$ cat src/rtl/dmac_pkg.sv
// Shared definitions for the DMA channel arbiter: channel geometry,
// arbiter FSM encoding and a one-hot helper.
package dmac_pkg;

  localparam int CH_NUM  = 16;
  localparam int PRI_W   = 2;
  localparam int CH_ID_W = 4;

  typedef enum logic [1:0] {
    IDLE = 2'b00,
    ARB  = 2'b01,
    GNT  = 2'b10
  } arb_state_e;

  function automatic logic [CH_NUM-1:0] id_to_onehot(input logic [CH_ID_W-1:0] id);
    logic [CH_NUM-1:0] one;
    one = {{(CH_NUM-1){1'b0}}, 1'b1};
    return one << id;
  endfunction

endpackage

$ cat src/rtl/dmac_rr_pick.sv
// Round-robin picker: first set bit of mask, scanning upward from start
// with wrap-around.
module dmac_rr_pick
  import dmac_pkg::*;
(
  input  logic [CH_NUM-1:0]  mask,
  input  logic [CH_ID_W-1:0] start,
  output logic               found,
  output logic [CH_ID_W-1:0] winner
);

  // Priority scan from start; the first hit freezes the winner.
  always_comb begin
    logic [CH_ID_W-1:0] idx;
    logic               hit;
    found  = 1'b0;
    winner = {CH_ID_W{1'b0}};
    idx    = {CH_ID_W{1'b0}};
    hit    = 1'b0;
    for (int i = 0; i < CH_NUM; i++) begin
      idx    = start + CH_ID_W'(i);
      hit    = mask[idx] & ~found;
      winner = hit ? idx : winner;
      found  = found | hit;
    end
  end

endmodule

$ cat src/rtl/dmac_ch_arb.sv
// DMA channel arbiter: grants one requesting channel at a time to the bus
// master, highest priority first, round-robin among equal priorities.
module dmac_ch_arb #(
  parameter int CH_NUM = 16,
  parameter int PRI_W  = 2
) (
  input  logic                         hclk,
  input  logic                         hrst_n,
  input  logic                         gbc_chnc_dmacen,
  input  logic [CH_NUM-1:0]            chn_arb_req,
  input  logic [CH_NUM*PRI_W-1:0]      chn_arb_pri,
  input  logic                         mst_arb_done,
  output logic [CH_NUM-1:0]            arb_chn_gnt,
  output logic                         arb_mst_vld,
  output logic [dmac_pkg::CH_ID_W-1:0] arb_mst_chid
);
  import dmac_pkg::*;

  arb_state_e         state_r;
  arb_state_e         next_state_s;
  logic [CH_ID_W-1:0] last_id_r;
  logic [CH_ID_W-1:0] start_id_s;
  logic [PRI_W-1:0]   top_pri_s;
  logic [CH_NUM-1:0]  top_mask_s;
  logic               pick_found_s;
  logic [CH_ID_W-1:0] pick_id_s;
  logic               load_gnt_s;
  logic               clr_gnt_s;

  // Highest requested priority, then the requesters sitting at that level.
  always_comb begin
    logic [PRI_W-1:0] pri_v;
    top_pri_s  = {PRI_W{1'b0}};
    top_mask_s = {CH_NUM{1'b0}};
    pri_v      = {PRI_W{1'b0}};
    for (int i = 0; i < CH_NUM; i++) begin
      pri_v     = chn_arb_pri[i*PRI_W +: PRI_W];
      top_pri_s = (chn_arb_req[i] && (pri_v > top_pri_s)) ? pri_v : top_pri_s;
    end
    for (int i = 0; i < CH_NUM; i++) begin
      pri_v         = chn_arb_pri[i*PRI_W +: PRI_W];
      top_mask_s[i] = chn_arb_req[i] && (pri_v == top_pri_s);
    end
  end

  assign start_id_s = last_id_r + 4'd1;

  dmac_rr_pick u_rr_pick (
    .mask   (top_mask_s),
    .start  (start_id_s),
    .found  (pick_found_s),
    .winner (pick_id_s)
  );

  // Next-state logic; done outside GNT is deliberately ignored.
  always_comb begin
    next_state_s = state_r;
    load_gnt_s   = 1'b0;
    clr_gnt_s    = 1'b0;
    case (state_r)
      IDLE: begin
        if (gbc_chnc_dmacen && (|chn_arb_req)) begin
          next_state_s = ARB;
        end else begin
          next_state_s = IDLE;
        end
      end
      ARB: begin
        if (gbc_chnc_dmacen && pick_found_s) begin
          next_state_s = GNT;
          load_gnt_s   = 1'b1;
        end else begin
          next_state_s = IDLE;
        end
      end
      GNT: begin
        if (mst_arb_done) begin
          next_state_s = IDLE;
          clr_gnt_s    = 1'b1;
        end else begin
          next_state_s = GNT;
        end
      end
      default: begin
        next_state_s = IDLE;
      end
    endcase
  end

  // State register.
  always_ff @(posedge hclk or negedge hrst_n) begin
    if (!hrst_n) begin
      state_r <= IDLE;
    end else begin
      state_r <= next_state_s;
    end
  end

  // Grant outputs and round-robin pointer; pointer advances on completion.
  always_ff @(posedge hclk or negedge hrst_n) begin
    if (!hrst_n) begin
      arb_chn_gnt  <= {CH_NUM{1'b0}};
      arb_mst_vld  <= 1'b0;
      arb_mst_chid <= {CH_ID_W{1'b0}};
      last_id_r    <= 4'd15;
    end else if (load_gnt_s) begin
      arb_chn_gnt  <= id_to_onehot(pick_id_s);
      arb_mst_vld  <= 1'b1;
      arb_mst_chid <= pick_id_s;
    end else if (clr_gnt_s) begin
      arb_chn_gnt  <= {CH_NUM{1'b0}};
      arb_mst_vld  <= 1'b0;
      arb_mst_chid <= {CH_ID_W{1'b0}};
      last_id_r    <= arb_mst_chid;
    end else begin
      arb_chn_gnt  <= arb_chn_gnt;
      arb_mst_vld  <= arb_mst_vld;
      arb_mst_chid <= arb_mst_chid;
    end
  end

endmodule
$ cat config.mk
export PLATFORM = sky130hd
export DESIGN_NAME = dmac_ch_arb
export DESIGN_NICKNAME = d
export VERILOG_FILES = /design/src/rtl/dmac_pkg.sv /design/src/rtl/dmac_rr_pick.sv /design/src/rtl/dmac_ch_arb.sv
export SDC_FILE = /design/constraint.sdc
export NUM_CORES = 1
export LEC_CHECK = 0
export CORE_ASPECT_RATIO = 0.5
export CORE_MARGIN = 1.5
export CORE_UTILIZATION = 40
export CTS_CLUSTER_SIZE = 20
export DETAILED_ROUTE_END_ITERATION = 10
export GPL_ROUTABILITY_DRIVEN = 0
export GPL_TIMING_DRIVEN = 0
export PLACE_DENSITY = 0.67
export SLEW_MARGIN = 20
export SYNTH_ARGS = -nofsm -noshare
export SYNTH_HDL_FRONTEND = slang
export SYNTH_SLANG_ARGS = --single-unit
$ cat constraint.sdc
create_clock -name hclk -period 6.4 [get_ports hclk]
set_clock_uncertainty 0.15 [all_clocks]
set_input_delay 1.28 -clock hclk [delete_from_list [all_inputs] [get_ports hclk]]
set_output_delay 1.28 -clock hclk [all_outputs]
set_load 0.03 [all_outputs]
==> flow_summary_export.csv <==
group,metric,value,unit
status,outcome,"complete, but fails checks",
status,failed_checks,"setup timing",
setup_path,crit_fanout,10,
cells_and_area,layout_common_cells,"nand2_1, buf_4, clkdlybuf4s50_1",
cells_and_area,ff_latch_area,680.7,um2
place,io_buffer_count,64,
setup_path,cp.arrival,21.91,ns
sta,rsz0062_at_grt,"true",
cells_and_area,final_nets,1139,
sta,finalMaxSlewViolations,0,
detailed_routing,via_count,8652,
setup_path,criticalPathCategory,"primary input to register",
sta,fin_ws,-15.49,ns
sta,finalCritPeriodShare,342.0,%
die,floorplan.core_area,0.01570,mm2
detailed_routing,initialDrtViolationCount,1206,
place,dp_hpwl,19.51,mm
setup_path,endpoint_kind,"register",
die,pin_count,73,
clock_network,cts.sinks,27,
setup_path,worst_setup_path_start_kind,"primary input",
clock_network,clk_path_buf_depth,2,
yosys,synth_cell_types,105,
yosys,synth_warnings,0,
clock_network,cts_buffers,3,
setup_path,r2r_slack,-2.00,ns
die,initial_core_util,41.65,%
grt,grt_max_degree,28,
grt,grt_pass1_vias,7799,
cells_and_area,fin_area,0.009724,mm2
grt,grt_antenna_before_repair,0,
sta,max_freq,0.04569,GHz
yosys,yosysTopAreaCell,"dfrtp_1",
grt,grt_pass1_wl,42.08,mm
clock_network,path_clk_slew,0.07,ns
detailed_routing,wirelength,28.22,mm
yosys,synth-async-reset-ratio,100.0,%
yosys,synth_nets,967,
setup_path,crit_required,6.42,ns
clock_network,htreeDepth,1,
job,max-cap-violations,0,
yosys,ys.flop_type,"dfrtp_1",
cells_and_area,nFillCells,1321,
die,dieArea,0.01716,mm2
sta,timing.hold.ws,0.3297,ns
die,fp-row-count,32,
yosys,avgSynthCellArea,7.352,um2
sta,worst_pin_slew,1.259,ns
detailed_routing,ant_nets,0,
detailed_routing,route.detailed.drc,0,
yosys,yosysTopAreaCellShare,8.806,%
yosys,synthesis.area,0.006536,mm2
yosys,synth_edf_count,0,
worst_hold_path,hp-class,"register to register",
cells_and_area,drive_above_1_share,31.13,%
grt,grt_usage,30.53,%
cells_and_area,multi_input_area,0.006784,mm2
die,die_y,93.39,um
sta,relSlewSlack,15.66,%
cells_and_area,insertedDiodeCount,0,
yosys,synthCells,889,
detailed_routing,wl_per_cell,22.03,um
yosys,synth_top_cells_by_area,"dfrtp_1, nand2_1, ha_1, mux2i_1, xnor2_1",
detailed_routing,first_pass_iters,5,
sta,hold_viol,0,
clock_network,cts-root-buf,"clkbuf_16",
setup_path,crit_path_max_incr_delay,0.63,ns
clock_network,cts_tree,"yes",
detailed_routing,vias_per_cell,6.754,
clock_network,holdBufCountCts,0,
cells_and_area,area.growth.synth_to_final,48.77,%
clock_network,clk_latency,0.27,ns
cells_and_area,layout_commonest_cell,"nand2_1",
grt,grt-ovfl-total,0,
setup_path,cp_slowest_cell,"mux4_2",
sta,period_minus_slack,21.89,ns
sta,setup_viol_count_final,22,
place,place_area,0.007868,mm2
yosys,ys_seq_area_share,10.41,%
die,die_width,183.8,um
yosys,synth_seq_cells,27,
Yosys cell counts (5+ instances only):
master     number
nand2_1       124
nor2_1         62
nand3_1        43
a21oi_1        34
clkbuf_1       34
inv_1          29
mux2i_1        29
xnor2_1        29
and2_1         26
ha_1           26
o211ai_1       25
dfrtp_1        23
nor3_1         23
o21ai_0        23
mux2_2         20
o41ai_1        16
o22ai_1        14
nor4_1         13
a22oi_1        12
nand2b_1       12
a211oi_1       11
a31oi_1        11
a21o_1          9
o2111ai_1       9
a32o_1          8
a32oi_1         8
a211o_1         7
nand4_1         7
o32ai_1         7
and3_1          6
o21a_1          6
o31ai_1         6
or2_2           6
a221o_1         5
a221oi_1        5
a22o_1          5
nand3b_1        5
o221ai_1        5
or3_1           5
what timing repair did:
action,4_1_cts,5_1_grt
gates cloned,0,2
endpoints found under the hold margin,0,0
buffers inserted,63,39
gates resized for setup,80,106
pin swaps,48,52
endpoints found under the setup margin,22,22
through the flow:
stage               setup TNS [ns]  utilization [%]  cells  worst slack (ns)
floorplan                  -327.35                -    889            -14.98
global placement           -402.30            50.10   1174            -18.48
detailed placement         -405.28            50.13   1175            -18.60
CTS                        -337.59            56.70   1241            -15.48
global route               -356.27            61.96   1281            -16.28
finish                     -338.87            61.96   1281            -15.49
registers in the layout (all words and copies together) (netlist names):
signal	cells
last_id_r	4
arb_mst_chid	4
arb_mst_vld	1
state_r	2
arb_chn_gnt	16
final timing paths:
check,startpoint,endpoint,cells after the start
max reg2reg,last_id_r[0],arb_chn_gnt[4],22
min reg2reg,arb_mst_vld,arb_mst_vld,1
max,chn_arb_req[0],arb_chn_gnt[7],116
min in group asynchronous,hrst_n,arb_chn_gnt[2],1
max in group asynchronous,hrst_n,state_r[0],1
min,arb_mst_vld,arb_mst_vld,1
layer usage:
metal | routed length (um) | track usage [%] | up-vias
li1 | - | - | 3851
met1 | 12140 | 43.10 | 4126
met2 | 12320 | 47.00 | 578
met3 | 2896 | 5.179 | 97
met4 | 874 | 9.973 | 0
met5 | 0 | 0 | -
worst max-delay path, delay by kind of cell:
family / cells / cell delay, ns
and+or+nand+nor: 36 / 4.72
buffers and inverters: 19 / 2.46
muxes: 6 / 2.32
AOI/OAI and AO/OA: 41 / 7.40
adders and majority gates: 14 / 3.66
kinds of logic after synthesis:
group           Yosys count  synth area share [%]
compound gates          305                 36.89
xor+xnor                 33                 4.422
fa+ha+maj                26                 4.977
buf+inv                  79                 5.072
flops                    27                 10.41
mux                      57                 10.07
simple gates            362                 28.16
layout make-up:
cell class	instances	share of cell area [%]
Clock buffer	3	0.7720
Clock inverter	1	0.09007
Sequential cell	27	6.999
Inverter	32	1.287
Buffer	46	2.766
Tap cell	221	2.844
Multi-Input combinational cell	784	69.76
Timing Repair Buffer	167	15.48
Power is not shown: default switching activity piles up to over one toggle a cycle in this logic, so the estimate is an artifact.
